### config.mk
export PLATFORM = sky130hd
export DESIGN_NAME = prbs_test_ctrl
export DESIGN_NICKNAME = d
export VERILOG_FILES = /design/src/rtl/prbs_test_ctrl.sv
export SDC_FILE = /design/constraint.sdc
export NUM_CORES = 1
export LEC_CHECK = 0
export CAP_MARGIN = 20
export CELL_PAD_IN_SITES_DETAIL_PLACEMENT = 1
export CELL_PAD_IN_SITES_GLOBAL_PLACEMENT = 1
export CORE_MARGIN = 2
export CORE_UTILIZATION = 39
export CTS_CLUSTER_DIAMETER = 30
export DETAILED_ROUTE_END_ITERATION = 12
export GPL_TIMING_DRIVEN = 0
export PLACE_DENSITY = 0.86
export SLEW_MARGIN = 20
export SYNTH_ARGS = -nofsm -noshare
export SYNTH_HDL_FRONTEND = slang
export SYNTH_SLANG_ARGS = --single-unit
### constraint.sdc
create_clock -name clk -period 3.6 [get_ports clk]
set_input_delay 0.54 -clock clk [delete_from_list [all_inputs] [get_ports clk]]
set_output_delay 0.54 -clock clk [all_outputs]
set_load 0.05 [all_outputs]
### src/rtl/prbs_test_ctrl.sv
// -----------------------------------------------------------------------------
// prbs_test_ctrl
//
// Sequencer for one pattern/PRBS test on an external datapath. A start request
// in IDLE captures the configuration into shadow registers, restarts the
// datapath for one cycle (LOAD), then enables it (RUN) until the pattern
// detector reports dp_valid, a timeout expires, or the test is aborted. After
// dp_valid the datapath stays enabled for PRBS_CYC further cycles (PRBS), then
// a one-cycle DONE state publishes the result.
//
// Ports
//   clk          sole clock, rising edge
//   rst          synchronous active-high reset, overrides every other input
//   start        single-cycle request to run one test (honoured only in IDLE)
//   abort        terminates a running test (LOAD/RUN/PRBS)
//   cfg_n        pattern repeat count; 0 is rejected as a bad configuration
//   cfg_pattern  pattern word
//   cfg_timeout  RUN cycles allowed beyond the first before giving up
//   dp_enable    registered datapath enable, high in RUN and PRBS only
//   dp_n         shadowed repeat count to the datapath
//   dp_pattern   shadowed pattern word to the datapath
//   dp_valid     pattern-detector valid from the datapath
//   busy         high in LOAD, RUN and PRBS
//   done         one-cycle completion pulse (DONE state)
//   pass         result of the last test
//   err_code     00 ok, 01 bad config, 10 timeout, 11 abort
//   byte_cnt     enabled RUN cycles before dp_valid (saturating)
// pass/err_code/byte_cnt change only when entering DONE and are cleared when
// a test is accepted.
// -----------------------------------------------------------------------------
module prbs_test_ctrl #(
   parameter int PATT_WIDTH = 8,
   parameter int PATT_NUM   = 4,
   parameter int REPEAT_W   = 5,
   parameter int TMO_W      = 8,
   parameter int PRBS_CYC   = 16
) (
   input  logic                             clk,
   input  logic                             rst,
   input  logic                             start,
   input  logic                             abort,
   input  logic [REPEAT_W-1:0]              cfg_n,
   input  logic [PATT_WIDTH*PATT_NUM-1:0]   cfg_pattern,
   input  logic [TMO_W-1:0]                 cfg_timeout,
   output logic                             dp_enable,
   output logic [REPEAT_W-1:0]              dp_n,
   output logic [PATT_WIDTH*PATT_NUM-1:0]   dp_pattern,
   input  logic                             dp_valid,
   output logic                             busy,
   output logic                             done,
   output logic                             pass,
   output logic [1:0]                       err_code,
   output logic [15:0]                      byte_cnt
);

   typedef enum logic [2:0] {
      S_IDLE,
      S_LOAD,
      S_RUN,
      S_PRBS,
      S_DONE
   } state_t;

   localparam logic [1:0] ERR_OK    = 2'b00;
   localparam logic [1:0] ERR_CFG   = 2'b01;
   localparam logic [1:0] ERR_TMO   = 2'b10;
   localparam logic [1:0] ERR_ABORT = 2'b11;

   // PRBS_CYC is limited to 1..255, so an 8-bit phase counter always suffices.
   localparam logic [7:0] PRBS_LAST = 8'(PRBS_CYC - 1);

   state_t             state;
   logic [TMO_W-1:0]   sh_timeout;
   logic [TMO_W-1:0]   timer;
   logic [15:0]        run_cnt;
   logic [7:0]         prbs_cnt;

   function automatic logic [15:0] sat_inc(input logic [15:0] v);
      return (v == 16'hFFFF) ? v : v + 16'd1;
   endfunction

   // All outputs are registered and set on the transition into the state that
   // owns them, so every output reflects the current state with no decode.
   // NOTE: state is updated with non-blocking assignments only; a blocking
   // assignment here would let later statements see the new value in the same
   // edge and break the register-per-state timing.
   always_ff @(posedge clk) begin
      if (rst) begin
         state      <= S_IDLE;
         dp_enable  <= 1'b0;
         busy       <= 1'b0;
         done       <= 1'b0;
         pass       <= 1'b0;
         err_code   <= ERR_OK;
         byte_cnt   <= '0;
         dp_n       <= '0;
         dp_pattern <= '0;
         sh_timeout <= '0;
         timer      <= '0;
         run_cnt    <= '0;
         prbs_cnt   <= '0;
      end else begin
         done <= 1'b0;
         case (state)
            S_IDLE: begin
               if (start) begin
                  if (cfg_n != '0) begin
                     state      <= S_LOAD;
                     busy       <= 1'b1;
                     dp_n       <= cfg_n;
                     dp_pattern <= cfg_pattern;
                     sh_timeout <= cfg_timeout;
                     pass       <= 1'b0;
                     err_code   <= ERR_OK;
                     byte_cnt   <= '0;
                     timer      <= '0;
                     run_cnt    <= '0;
                  end else begin
                     // Rejected request: shadows keep the previous test's values.
                     state    <= S_DONE;
                     done     <= 1'b1;
                     pass     <= 1'b0;
                     err_code <= ERR_CFG;
                     byte_cnt <= '0;
                  end
               end
            end

            S_LOAD: begin
               if (abort) begin
                  state    <= S_DONE;
                  done     <= 1'b1;
                  busy     <= 1'b0;
                  pass     <= 1'b0;
                  err_code <= ERR_ABORT;
                  byte_cnt <= run_cnt;
               end else begin
                  state     <= S_RUN;
                  dp_enable <= 1'b1;
               end
            end

            S_RUN: begin
               // Priority: abort, then dp_valid, then timeout.
               if (abort) begin
                  state     <= S_DONE;
                  done      <= 1'b1;
                  busy      <= 1'b0;
                  dp_enable <= 1'b0;
                  pass      <= 1'b0;
                  err_code  <= ERR_ABORT;
                  byte_cnt  <= run_cnt;
               end else if (dp_valid) begin
                  // run_cnt freezes here: the valid cycle itself is not counted.
                  state    <= S_PRBS;
                  prbs_cnt <= '0;
               end else if (timer == sh_timeout) begin
                  // The expiring cycle was an enabled cycle without valid, so
                  // it is included in the published count.
                  state     <= S_DONE;
                  done      <= 1'b1;
                  busy      <= 1'b0;
                  dp_enable <= 1'b0;
                  pass      <= 1'b0;
                  err_code  <= ERR_TMO;
                  run_cnt   <= sat_inc(run_cnt);
                  byte_cnt  <= sat_inc(run_cnt);
               end else begin
                  run_cnt <= sat_inc(run_cnt);
                  timer   <= timer + 1'b1;
               end
            end

            S_PRBS: begin
               if (abort) begin
                  state     <= S_DONE;
                  done      <= 1'b1;
                  busy      <= 1'b0;
                  dp_enable <= 1'b0;
                  pass      <= 1'b0;
                  err_code  <= ERR_ABORT;
                  byte_cnt  <= run_cnt;
               end else if (prbs_cnt == PRBS_LAST) begin
                  state     <= S_DONE;
                  done      <= 1'b1;
                  busy      <= 1'b0;
                  dp_enable <= 1'b0;
                  pass      <= 1'b1;
                  err_code  <= ERR_OK;
                  byte_cnt  <= run_cnt;
               end else begin
                  prbs_cnt <= prbs_cnt + 8'd1;
               end
            end

            S_DONE: begin
               state <= S_IDLE;
            end

            default: begin
               state     <= S_IDLE;
               busy      <= 1'b0;
               dp_enable <= 1'b0;
            end
         endcase
      end
   end

endmodule

======== After elaboration in Yosys (flattened, before gate mapping) ========
Cells that the tools add are included.
operators by class
  eq/ne operators ......................... 21
  add/sub/neg operators ................... 3
  bitwise logic cells ..................... 2
  reduce and logical (&&, ||, !) cells .... 14
  muxes and demuxes ....................... 67
operators by type and width
  cell                   number
  $mux 16                12
  $mux 8                 9
  $pmux 16 s4            1
  $pmux 16 s2            1
  $pmux 8 s2             2
  $mux 3                 8
  $mux 1                 21
  $ne 2x2->1 const B     10
  $add 16x1->16 const B  1
  $add 8x1->8 const B    2
  $eq 16x16->1 const B   1
  $reduce_and 5->1       3
  $mux 2                 7
  $pmux 1 s4             3
  $pmux 3 s4             1
  $reduce_and 6->1       2
  $ne 3x3->1 const B     3
  $eq 8x4->1 const B     1
  $eq 8x8->1             1
  $pmux 2 s4             1
  $reduce_and 7->1       1
  $eq 3x2->1 const B     2
  $reduce_and 3->1       2
  $pmux 1 s5             1
  other kinds (9)        11
storage, ports and cells
  register bits after elaboration ......... 102
  logic and storage cells ................. 120

======== Logic depth before layout (Yosys ltp) ========
Gate-level depths: netlist (run 1).
  depth in word-level cells ............... 6
  depth in mapped cells ................... 9
  gate-level depth less buffers ........... 7

======== Worst setup path after synthesis (run 1) ========
No wires, ideal clock.
  path type ............................... reg-to-reg
  start point ............................. reg prbs_cnt[4]
  end point ............................... reg byte_cnt[5]
  arrival time ............................ 2.250 ns
  required time ........................... 3.529 ns
  library setup time ...................... 0.071 ns
  cell stages (with the launch flop) ...... 7
  clock period less this slack ............ 2.321 ns
  path slack .............................. 1.279 ns
  cells stage by stage .................... dfxtp_1 or4_1 o311a_1 or4_4 buf_6 or3_1 a21oi_1
between the ends
  cells in the longest elaborated chain, start to end .. 3
RTL lines
  item                               line  RTL
  start: declaration                 76    logic [7:0] prbs_cnt;
  start signal: assignment           192   prbs_cnt <= prbs_cnt + 8'd1;
  $eq 8x4->1                         183   end else if (prbs_cnt == PRBS_LAST) begin
  $ne 3x3->1 (no source line)        --
  $reduce_and 6->1 (no source line)  --
  end signal: assignment             167   byte_cnt <= sat_inc(run_cnt);
  end signal: assignment             182   byte_cnt <= run_cnt;
  end signal: assignment             190   byte_cnt <= run_cnt;
  end: declaration                   53    output logic [15:0] byte_cnt
Every way passes these cells.
A chain may end at the register's enable or synchronous reset.

======== Worst setup path in the final report (run 1) ========
  start point ............................. reg timer[2]
  end point ............................... reg byte_cnt[13]
between the ends
  cells in the longest elaborated chain, start to end .. 3
RTL lines
  item                               line  RTL
  start: declaration                 74    logic [TMO_W-1:0] timer;
  start signal: assignment           170   timer <= timer + 1'b1;
  $eq 8x8->1                         157   end else if (timer == sh_timeout) begin
  $ne 3x3->1 (no source line)        --
  $reduce_and 6->1 (no source line)  --
  end signal: assignment             152   byte_cnt <= run_cnt;
  end signal: assignment             167
  end signal: assignment             182
Every way passes these cells.

==> results.cfg, run 1 <==
[logic_synthesis]
synthCells = 608
syn-num-nets = 661
synth_seq_area_share_pct = 43.99
avgSynthCellArea_sq_um = 7.635
synth.most_common_cell = nand2_1
async_flop_share_pct = 0
synth_area_leaders = dfxtp_1, a21oi_1, nand2_1, nor2_1, nand3_1
ys_types = 50
synth.largest_area_cell = dfxtp_1
yosys.area.top_type_share_pct = 43.99
syn_area_sq_mm = 0.004642
yosysWarnings = 0
synth_edf_count = 0
yosys-top-cells-count = nand2_1, a21oi_1, dfxtp_1
ys.flop_type = dfxtp_1
synth_seq_cells = 102

[global_route]
grt_usage_pct = 26.54
grt_max_degree = 19
grt_remaining_overflow = 0
grt_pass1_wl_um = 26760
first_global_vias = 5350
grt_antenna_before_repair = 0

[sta]
slew_headroom_pct = 32.96
finalCritPeriodShare_pct = 85.74
rsz0062_at_grt = false
setup_tns_ns = 0
setup_viol = 0
slew_viol_final = 0
min_period_ns = 3.087
clock_skew_ns = 0.01262
hold_violations = 0
tightestPinTransition_ns = 0.9973
fmax_ghz = 0.3240

[power]
clockPowerShare_pct = 33.3
p_int_w = 0.002003
pwr-share-comb_pct = 25.9
p_leak_nw = 2.134
peakVddDrop_v = 0.0002883
p_sw_share_pct = 34.49
powerDensity_mw_per_mm2 = 493.5
finalPower_w = 0.003058
share_seq_of_total_power_pct = 40.8
p_sw_w = 0.001055

[clocking]
postCtsSetupBuffers = 0
worst_skew_pair.late_latency_ns = 0.36
post_cts_resized = 0
cts_root_buf = clkbuf_16
ctsHtreeMaxLevel = 3
cts_sinks = 102
clk_pin_slew_ns = 0.08
cts_max_path_buffers = 2
cts_inserted_buffers = 9
cts_tree = built
hold_buffers = 0

[worst_setup_path]
critPathRequiredTime_ns = 3.89
worstReg2RegEnd = byte_cnt[13]
rr_worst_depth = 7
reg2reg_slack_ns = 0.51
critPathMaxFanout = 10
r2r_start = timer[2]
critPathArrivalTime_ns = 3.38
critPathLaunchType = flop
end_kind = flop
path_class = flop to flop

[floorplanning]
fp.dieW_um = 113.1
pin_count = 109
die_area_sq_mm = 0.01279
initial_utilization_pct = 40.31
core-area_sq_mm = 0.01152
rows = 39
fp.dieH_um = 113.1

[layout]
diodes = 0
drive_gt1_share_pct = 3.967
fillers = 1446
finalNonFillerCells = 874
final_cell_area_sq_mm = 0.006196
fin_nets = 779
area_growth_pct = 33.48

[hold_path]
min-delay-start = byte_cnt[11]
whs_endpoint = byte_cnt[11]
hold_path.class = flop to flop
hold_depth = 2

[placed_design]
gp_congestion = 0.9298
dp_hpwl_um = 11760
placed_cell_area_sq_mm = 0.005892
io_buffers = 107
place_inst = 858

[route]
dr.pass1.iters = 8
viasPerCell = 5.737
drc_errors = 3
via_count = 5014
wire_per_inst_um = 19.04
wl_um = 16640
final_antenna_net_count = 0
drt-initial-drc-count = 201

[run]
maxCapViolCount = 0

[outcome]
violations = DRC
outcome = finished with violations
worst max-delay path by stage:
stage                      from  cells after the start      endpoint  slack (ns)
global route           timer[2]                      7  byte_cnt[13]        0.24
detailed placement        abort                      8  byte_cnt[13]        0.19
finish                 timer[2]                      7  byte_cnt[13]        0.51
floorplan           prbs_cnt[4]                      6   byte_cnt[5]        1.28
CTS                    timer[2]                      7  byte_cnt[13]        0.52
global placement          abort                      8  byte_cnt[13]        0.26
critical path, stage by stage (launching register included):
cell and delay, ns:
dfxtp_1 0.38, xor2_1 0.18, nor4_1 0.55, a21oi_1 0.28, nor4_2 0.90, buf_2 0.41, o21ai_0 0.17, a21oi_1 0.14
flip-flops by register name, summed over array words and instances (netlist names):
name        flops
dp_enable       1
run_cnt        16
pass            1
done            1
timer           8
prbs_cnt        8
dp_n            5
sh_timeout      8
dp_pattern     32
busy            1
byte_cnt       16
state           3
err_code        2
area by class of cell:
| class | count | area (sq um) | area share [%] |
|---|---|---|---|
| sequential | 102 | 2042 | 32.96 |
| timing repair buffer | 107 | 1071 | 17.29 |
| tap | 143 | 178.9 | 2.888 |
| inverter | 8 | 30.03 | 0.4847 |
| buffer | 43 | 172.7 | 2.787 |
| multi-input combinational | 455 | 2397 | 38.69 |
| clock buffer | 9 | 225.2 | 3.635 |
| clock inverter | 7 | 78.83 | 1.272 |
cell usage in the layout (no fill, tap or decap), types with 3 or more instances in the layout:
master / instances
a21oi_1: 107
clkbuf_1: 36
nand2_1: 124
and3_1: 8
nor4_1: 7
dfxtp_1: 102
clkbuf_16: 9
ha_1: 3
nor3_1: 16
nor2_1: 45
inv_6: 3
nand3_1: 29
a31oi_1: 5
o21ai_0: 16
o31ai_1: 3
a211oi_1: 8
nand4_1: 8
a311oi_1: 6
inv_1: 8
clkinvlp_4: 3
or3_1: 8
or4_1: 7
xor2_1: 16
buf_1: 3
or2_2: 3
clkdlybuf4s50_1: 107
logic make-up after synthesis:
group / Yosys count / synth area share, %
compound gates: 164 / 20.27
flops: 102 / 43.99
mux: 2 / 0.4313
fa+ha+maj: 3 / 0.8087
buf+inv: 51 / 4.366
xor+xnor: 18 / 3.396
simple gates: 268 / 26.74
power by group through the flow:
stage,combinational (W),sequential [W],clock [W]
floorplan,0.000295,0.00146,0
global placement,0.000762,0.00127,0
detailed placement,0.000781,0.00127,0
CTS,0.000793,0.00125,0.00103
global route,0.000849,0.00126,0.00107
finish,0.000792,0.00125,0.00102
per-stage QoR:
step	utilization, %	setup WS [ns]	hold WS (ns)
2_1_floorplan	-	1.279	0.4478
3_3_place_gp	51.16	0.2583	0.4416
3_5_place_dp	51.16	0.1905	0.4501
4_1_cts	53.80	0.5176	0.4609
5_1_grt	53.80	0.2429	0.4827
6_report	53.80	0.5134	0.4570
routing by layer:
metal	share of wire (%)	global-route usage [%]	wire length (um)
met1	39	29.38	6544
met2	51	48.14	8504
met4	2.4	11.06	405
met5	0	0	0
met3	7.1	6.856	1189
Power figures use the tool's default switching activity.
==> run 2: changes to the inputs <==
- CORE_UTILIZATION: 39 -> 25
- GPL_TIMING_DRIVEN: 0 -> default
- PLACE_DENSITY: 0.86 -> 0.59
==> results.cfg, run 2 (same netlist as run 1, synthesis figures left out) <==
[outcome]
outcome = completed

[worst_setup_path]
critPathMaxFanout = 10
critPathRequiredTime_ns = 3.87
critPathLaunchType = flop
critPathArrivalTime_ns = 3.02
reg2reg_slack_ns = 0.85
slowest_stage = nor4_2
worstReg2RegEnd = byte_cnt[7]
path_class = flop to flop
end_kind = flop
crit_family = simple AND/OR/NAND/NOR gates
rr_worst_depth = 7
slowest_delay_ns = 0.76
crit_buf_inv = 1
r2r_start = timer[2]
crit_chain = xor2_1 > nor4_1 > a21oi_1 > nor4_2 > buf_4 > nor2_1 > a311oi_1

[sta]
min_period_ns = 2.750
setup_viol = 0
slew_viol_final = 0
hold_violations = 0
finalCritPeriodShare_pct = 76.40
tightestPinTransition_ns = 0.8224
fmax_ghz = 0.3636
slew_headroom_pct = 44.72
setup_tns_ns = 0
rsz0062_at_grt = false
clock_skew_ns = 0.004849
postLayoutSetupSlackWorst_ns = 0.8495
whs_ns = 0.4572

[clocking]
cts_sinks = 102
cts_inserted_buffers = 9
ctsHtreeMaxLevel = 3
clk_pin_slew_ns = 0.07
cts_root_buf = clkbuf_16
post_cts_resized = 0
worst_skew_pair.late_latency_ns = 0.36
postCtsSetupBuffers = 0
hold_buffers = 0
cts_max_path_buffers = 2
cts_tree = built

[layout]
largestRegisters = dp_pattern (32), byte_cnt (16), run_cnt (16)
drive_gt1_share_pct = 5.421
largest_reg_flops = 32
diodes = 0
final_cell_area_sq_mm = 0.006228
regMostFlops = dp_pattern
area_growth_pct = 34.18
final_common_cell = nand2_1
post-route-util_pct = 34.44
fillers = 2164
layout_common_cells = nand2_1, a21oi_1, clkdlybuf4s50_1, dfxtp_1, nor2_1
fin_nets = 749

[global_route]
grt_remaining_overflow = 0
first_global_vias = 4829
grt_usage_pct = 16.17
grt_max_degree = 47
grt_antenna_before_repair = 0
grt_pass1_wl_um = 25450

[hold_path]
min-delay-start = byte_cnt[3]
hold_path.class = flop to flop
whs_endpoint = byte_cnt[3]
hold_depth = 2

[route]
dr.pass1.iters = 4
drc_errors = 0
wl_um = 15820
wire_per_inst_um = 17.01
via_count = 4737
viasPerCell = 5.094
drt-initial-drc-count = 193
final_antenna_net_count = 0

[floorplanning]
pin_count = 109
fp.dieH_um = 140.3
core-area_sq_mm = 0.01809
rows = 49
initial_utilization_pct = 25.67
fp.dieW_um = 140.3
die_area_sq_mm = 0.01967

[power]
p_sw_w = 0.001022
share_seq_of_total_power_pct = 41.4
pwr-share-comb_pct = 24.6
p_sw_share_pct = 33.67
p_int_w = 0.002014
clockPowerShare_pct = 34.0
p_leak_nw = 2.138
peakVddDrop_v = 0.0002474
powerDensity_mw_per_mm2 = 487.4

[run]
maxCapViolCount = 0

[placed_design]
io_buffers = 108
dp_hpwl_um = 11140
gp_congestion = 0.8139
placed_cell_area_sq_mm = 0.005922
dp_slack_ns = 0.5209
-- run 2: worst reg2reg max path: stages, from the launching register on --
cell and delay (ns):
dfxtp_1 0.37, xor2_1 0.18, nor4_1 0.49, a21oi_1 0.25, nor4_2 0.76, buf_4 0.31
nor2_1 0.06, a311oi_1 0.24
-- run 2: worst max path at each step --
stage	slack (ns)	to	start	depth (start not counted)
CTS	0.81	byte_cnt[7]	timer[2]	7
floorplan	1.28	byte_cnt[5]	prbs_cnt[4]	6
global route	0.56	byte_cnt[7]	timer[2]	7
detailed placement	0.52	timer[7]	cfg_n[1]	7
finish	0.85	byte_cnt[7]	timer[2]	7
global placement	0.58	timer[5]	cfg_n[1]	7
-- run 2: power by group through the flow --
stage	clock [W]	combinational (W)	sequential [W]
final	0.00103	0.000748	0.00126
after global routing	0.00111	0.000811	0.00127
after CTS	0.00107	0.000761	0.00126
after detailed placement	0	0.000759	0.00128
after global placement	0	0.000750	0.00128
after floorplan	0	0.000295	0.00146
-- run 2: area by class of cell --
class | instances | area, sq um | area share (%)
timing repair buffer | 120 | 1166 | 18.72
clock buffer | 10 | 239.0 | 3.837
clock inverter | 6 | 67.56 | 1.085
inverter | 8 | 30.03 | 0.4821
tap | 229 | 286.5 | 4.600
sequential | 102 | 2042 | 32.78
multi-input combinational | 455 | 2397 | 38.49
-- run 2: per-stage QoR --
step	power, W	std cells
final	0.003035	930
after global routing	0.003192	930
after CTS	0.003088	930
after detailed placement	0.002043	914
after global placement	0.002031	914
after floorplan	0.001752	608
-- run 2: routing by layer --
layer	global-route usage, %	part of all wire (%)	vias to the layer above
met5	0	0	-
met4	6.273	2.1	0
met3	5.846	8.0	20
met2	26.08	46	126
met1	19.72	44	2282
li1	-	-	2309
